## src/rtl/tdm_demux4_if.sv

```systemverilog
// Serial-lane-in / parallel-frame-out bundle for the 4-slot TDM demultiplexer.
//   master : drives din/din_valid/sof and observes the frame outputs.
//   slave  : the demultiplexer; consumes the lane and drives the frame outputs.
interface tdm_demux4_if #(
  parameter int unsigned WIDTH = 1,
  parameter int unsigned CNT_W = 8
);
  logic [WIDTH-1:0]   din;
  logic               din_valid;
  logic               sof;
  logic [4*WIDTH-1:0] dout;
  logic               dout_valid;
  logic [1:0]         slot;
  logic               locked;
  logic               frame_err;
  logic [CNT_W-1:0]   frame_cnt;

  modport master (
    output din, din_valid, sof,
    input  dout, dout_valid, slot, locked, frame_err, frame_cnt
  );

  modport slave (
    input  din, din_valid, sof,
    output dout, dout_valid, slot, locked, frame_err, frame_cnt
  );
endinterface

```

## src/rtl/tdm_demux4.sv

```systemverilog
// 4-slot time-division demultiplexer. Samples arriving one per valid beat on
// a shared lane are reassembled into a 4-lane frame (lane k = slot k), with
// slot-0 alignment taken from sof.
// Ports:
//   clk, rst_n       : rising-edge clock, async active-low reset
//   bus.din          : slot sample          bus.din_valid : beat qualifier
//   bus.sof          : beat is slot 0       bus.dout      : last good frame
//   bus.dout_valid   : 1-cycle frame pulse  bus.slot      : next expected slot
//   bus.locked       : aligned (COLLECT)    bus.frame_err : 1-cycle error pulse
//   bus.frame_cnt    : completed frames, wrapping
module tdm_demux4 #(
  parameter int unsigned WIDTH = 1,
  parameter int unsigned CNT_W = 8
) (
  input  logic         clk,
  input  logic         rst_n,
  tdm_demux4_if.slave  bus
);

  typedef enum logic {
    HUNT    = 1'b0,
    COLLECT = 1'b1
  } state_t;

  state_t             state;
  logic [1:0]         slot_q;
  logic [WIDTH-1:0]   lane0;
  logic [WIDTH-1:0]   lane1;
  logic [WIDTH-1:0]   lane2;
  logic [4*WIDTH-1:0] dout_q;
  logic               dout_valid_q;
  logic               frame_err_q;
  logic [CNT_W-1:0]   frame_cnt_q;

  // Slot tracking, shadow lanes and frame output registers.
  always_ff @(posedge clk or negedge rst_n) begin
    if (!rst_n) begin
      state        <= HUNT;
      slot_q       <= 2'd0;
      lane0        <= '0;
      lane1        <= '0;
      lane2        <= '0;
      dout_q       <= '0;
      dout_valid_q <= 1'b0;
      frame_err_q  <= 1'b0;
      frame_cnt_q  <= '0;
    end else begin
      dout_valid_q <= 1'b0;
      frame_err_q  <= 1'b0;
      if (bus.din_valid) begin
        case (state)
          HUNT: begin
            // Non-sof beats while hunting are silently dropped.
            if (bus.sof) begin
              lane0  <= bus.din;
              slot_q <= 2'd1;
              state  <= COLLECT;
            end
          end
          COLLECT: begin
            if (bus.sof) begin
              // sof mid-frame abandons the partial frame and realigns here.
              if (slot_q != 2'd0) frame_err_q <= 1'b1;
              lane0  <= bus.din;
              slot_q <= 2'd1;
            end else if (slot_q == 2'd0) begin
              // Expected slot 0 but no sof: alignment lost.
              frame_err_q <= 1'b1;
              slot_q      <= 2'd0;
              state       <= HUNT;
            end else if (slot_q == 2'd3) begin
              dout_q       <= {bus.din, lane2, lane1, lane0};
              dout_valid_q <= 1'b1;
              frame_cnt_q  <= frame_cnt_q + CNT_W'(1);
              slot_q       <= 2'd0;
            end else begin
              if (slot_q == 2'd1) lane1 <= bus.din;
              else                lane2 <= bus.din;
              slot_q <= slot_q + 2'd1;
            end
          end
          default: begin
            state  <= HUNT;
            slot_q <= 2'd0;
          end
        endcase
      end
    end
  end

  assign bus.dout       = dout_q;
  assign bus.dout_valid = dout_valid_q;
  assign bus.slot       = slot_q;
  assign bus.locked     = (state == COLLECT);
  assign bus.frame_err  = frame_err_q;
  assign bus.frame_cnt  = frame_cnt_q;

endmodule

```

## src/flat_wrapper.sv

```systemverilog
// flat-port wrapper written by rule: the top's interface ports become plain ports
module tdm_demux4_flat 
#(
  parameter int unsigned WIDTH = 1,
  parameter int unsigned CNT_W = 8
)
  (clk, rst_n, bus_din, bus_din_valid, bus_sof, bus_dout, bus_dout_valid, bus_slot, bus_locked, bus_frame_err, bus_frame_cnt);
  tdm_demux4_if #(.WIDTH(WIDTH), .CNT_W(CNT_W)) bus_i ();
  input  logic clk;
  input  logic rst_n;
  input wire logic [$bits(bus_i.din)-1:0] bus_din;
  input wire logic [$bits(bus_i.din_valid)-1:0] bus_din_valid;
  input wire logic [$bits(bus_i.sof)-1:0] bus_sof;
  output wire logic [$bits(bus_i.dout)-1:0] bus_dout;
  output wire logic [$bits(bus_i.dout_valid)-1:0] bus_dout_valid;
  output wire logic [$bits(bus_i.slot)-1:0] bus_slot;
  output wire logic [$bits(bus_i.locked)-1:0] bus_locked;
  output wire logic [$bits(bus_i.frame_err)-1:0] bus_frame_err;
  output wire logic [$bits(bus_i.frame_cnt)-1:0] bus_frame_cnt;
  assign bus_i.din = bus_din;
  assign bus_i.din_valid = bus_din_valid;
  assign bus_i.sof = bus_sof;
  assign bus_dout = bus_i.dout;
  assign bus_dout_valid = bus_i.dout_valid;
  assign bus_slot = bus_i.slot;
  assign bus_locked = bus_i.locked;
  assign bus_frame_err = bus_i.frame_err;
  assign bus_frame_cnt = bus_i.frame_cnt;
  tdm_demux4 #(.WIDTH(WIDTH), .CNT_W(CNT_W)) u_core (.clk(clk), .rst_n(rst_n), .bus(bus_i));
endmodule
```

## config.mk

```make
export PLATFORM = sky130hd
export DESIGN_NAME = tdm_demux4_flat
export DESIGN_NICKNAME = d
export VERILOG_FILES = /design/src/rtl/tdm_demux4_if.sv /design/src/rtl/tdm_demux4.sv /design/src/flat_wrapper.sv
export SDC_FILE = /design/constraint.sdc
export NUM_CORES = 1
export LEC_CHECK = 0
export BUFFER_PORTS_ARGS = -buffer_cell sky130_fd_sc_hd__buf_2
export CAP_MARGIN = 20
export CORE_UTILIZATION = 25
export DETAILED_ROUTE_END_ITERATION = 6
export SLEW_MARGIN = 10
export SYNTH_ARGS = -nofsm -noshare
export SYNTH_HDL_FRONTEND = slang
export SYNTH_SLANG_ARGS = --single-unit
```

## constraint.sdc

```tcl
create_clock -name clk -period 1.7 [get_ports clk]
set_input_delay 0.085 -clock clk [delete_from_list [all_inputs] [get_ports clk]]
set_output_delay 0.085 -clock clk [all_outputs]
set_load 0.005 [all_outputs]
```

==> flow_summary.ini <==
[timing]
period_share_pct = 92.2
max_freq_mhz = 638
tightest_slew_ns = 0.443
clock_skew_ns = 0.00422
slew_viol_final = 0
hold_violations = 0
slew_headroom_pct = 70.5
setup_viol = 0
post-route-min-period_ns = 1.57
tns_ns = 0
grt_setup_unrepaired = no

[die]
io_pins = 22
core-area_mm2 = 0.00344
die_h_um = 63.0
rows = 21
die_width_um = 63.0
initial_utilization_pct = 27.0
die_area_mm2 = 0.00397

[yosys]
synthTopCellsByArea = dfrtp_1, ha_1, nand2_1
synth_area_leader_cell = dfrtp_1
syn_nets = 98
synth_cell_types = 20
synth.top_cell.area_share_pct = 53.8
synth_area_um2 = 930
yosysSeqAreaShare_pct = 53.8
ys_warn_count = 0
synthCells = 85
avgSynthCellArea_um2 = 10.9
ys_ff_latch = 20

[grt]
grt-ovfl-total = 0
grt_usage_pct = 10.1
antenna_found_initial = 0
grt_pass1_vias = 668
grt_max_degree = 21
grt_pass1_wl_mm = 3.03

[cells_and_area]
fin_cells = 158
nets = 126
syn2layout_area_growth_pct = 25.7
layout_commonest_cell = nand2_1
antenna_cells = 0
layout_common_cells = nand2_1, buf_2, dfrtp_1, ha_1, xnor2_1
final_layout_size_suffix_gt1_share_pct = 29.5

[route]
avgViaCountPerCell = 4.36
drt-total-wl_mm = 1.84
drc = 0
drt-pass1-iter-count = 3
drtAntennaViolNets = 0
drt_iter0_markers = 28
wl_per_cell_um = 11.7
vias = 689

[cts]
numCtsBuffers = 3
cts_setup_buffers = 0
cts_buffer_depth = 2
clock_latency_ns = 0.25
clkTransAtPathRegs_ns = 0.08
clkSinkCount = 20
root_buffer = clkbuf_8
htreeDepth = 1
cts_tree = yes

[placement]
dpl.cell_count = 153
dp_hpwl_mm = 1.42
io_buffers = 21
gp_routability_congestion = 0.803

[worst_setup_path]
end_kind = register
cp.arrival_ns = 1.71
cp.required_ns = 1.85
path_max_fanout = 7
cp_slowest_stage_delay_ns = 0.38
critical_path.cell_chain = inv_1 -> ha_1 -> inv_1 -> ha_1 -> and4_2 -> buf_4 -> nand2_1 -> nand2_1
start_kind = register
crit_type = reg2reg
critPathSlowestCell = dfrtp_1

[power_and_ir_drop]
max-vdd-ir-drop_mv = 0.303
powerDensity_mw_per_mm2 = 1360
power.total_mw = 1.59
leakage_nw = 0.608

[min_path]
hold_path.class = in2reg

[status]
status = complete, no violations

[flow_run]
drv_cap = 0
[synth_stat cells]
cell / instances
a21oi_1: 1
and3_1: 3
and4_1: 1
buf_2: 1
buf_4: 1
dfrtp_1: 20
ha_1: 8
inv_1: 4
mux2_2: 3
nand2_1: 23
nand3_1: 1
nand4_1: 5
nor2_1: 1
nor3_1: 1
nor3b_1: 1
nor4b_2: 1
o21ai_0: 1
o22ai_1: 1
o2bb2ai_1: 1
xnor2_1: 7
[kinds of logic (layout without fill, tap and decap cells)]
logic type / count (synthesis) / in the layout / synth area share (%)
AND/OR/NAND/NOR: 37 / 37 / 19.5
flip-flops: 20 / 20 / 53.8
adder cells (fa/ha/maj): 8 / 8 / 10.8
XOR/XNOR: 7 / 7 / 6.60
buffers and inverters: 6 / 33 / 2.96
AO/OA/AOI/OAI: 4 / 4 / 2.69
multiplexers: 3 / 3 / 3.63
[final timing paths]
kind,startpoint,end,slack (ns),depth (start not counted)
max in group asynchronous,rst_n,u_core.lane0,1.08,2
max reg2reg,u_core.bus.slot[1],u_core.bus.dout[0],0.13,8
min reg2reg,u_core.lane2,u_core.bus.dout[2],0.47,2
min,bus_sof,u_core.bus.dout_valid,0.04,2
min in group asynchronous,rst_n,u_core.bus.dout_valid,0.31,2
max,u_core.bus.slot[1],u_core.bus.dout[0],0.13,8
[cell type report]
class | instances | area [um2]
Fill cell | 359 | 2270
Sequential cell | 20 | 500
Multi-Input combinational cell | 59 | 403
Timing Repair Buffer | 25 | 138
Tap cell | 46 | 57.6
Clock buffer | 4 | 55.1
Inverter | 4 | 15.0
[routing by layer]
metal | share of wire [%] | track usage (%) | vias up
met5 | 0 | 0 | -
met4 | 1.1 | 5.23 | 0
met3 | 4.2 | 2.92 | 2
met2 | 51 | 16.9 | 13
met1 | 44 | 11.5 | 336
li1 | - | - | 338
[repair_timing]
| item | 4_1_cts | 5_1_grt |
|---|---|---|
| hold buffers | 1 | 0 |
| endpoints found under the hold margin | 20 | 0 |
| endpoints found under the setup margin | 0 | 2 |
| gates resized for setup | 0 | 1 |
[metrics by stage]
step                      worst slack (ns)  area (um2)  util, %  hold slack, ns
final                                0.132        1170     34.0          0.0391
after global routing                0.0242        1170     34.0          0.0362
after CTS                           0.0982        1170     33.9          0.0317
after detailed placement             0.108        1100     32.0          0.0568
after global placement               0.177        1100     32.0          0.0483
after floorplan                     0.0768         930        -          -0.211
[flip-flops by register name, indices dropped and copies added, names as in the netlist]
name,cells
u_core.bus.frame_cnt,8
u_core.bus.dout,4
u_core.bus.slot,2
u_core.bus.dout_valid,1
u_core.bus.frame_err,1
u_core.bus.locked,1
u_core.lane0,1
u_core.lane1,1
u_core.lane2,1
[power by group]
part           leakage [nW]  switching [mW]  internal [mW]  total (mW)
clock network        0.0288           0.154          0.206       0.359
logic                 0.322           0.260          0.256       0.516
registers             0.258           0.102          0.611       0.713
total                 0.608           0.516           1.07        1.59
[critical path: cells and delay by family (launching register included)]
kind / cells / cell delay, ns
flip-flops: 1 / 0.38
AND/OR/NAND/NOR: 3 / 0.39
adder cells (fa/ha/maj): 2 / 0.35
buffers and inverters: 3 / 0.33
No activity file was read; power rests on OpenSTA's default activity.
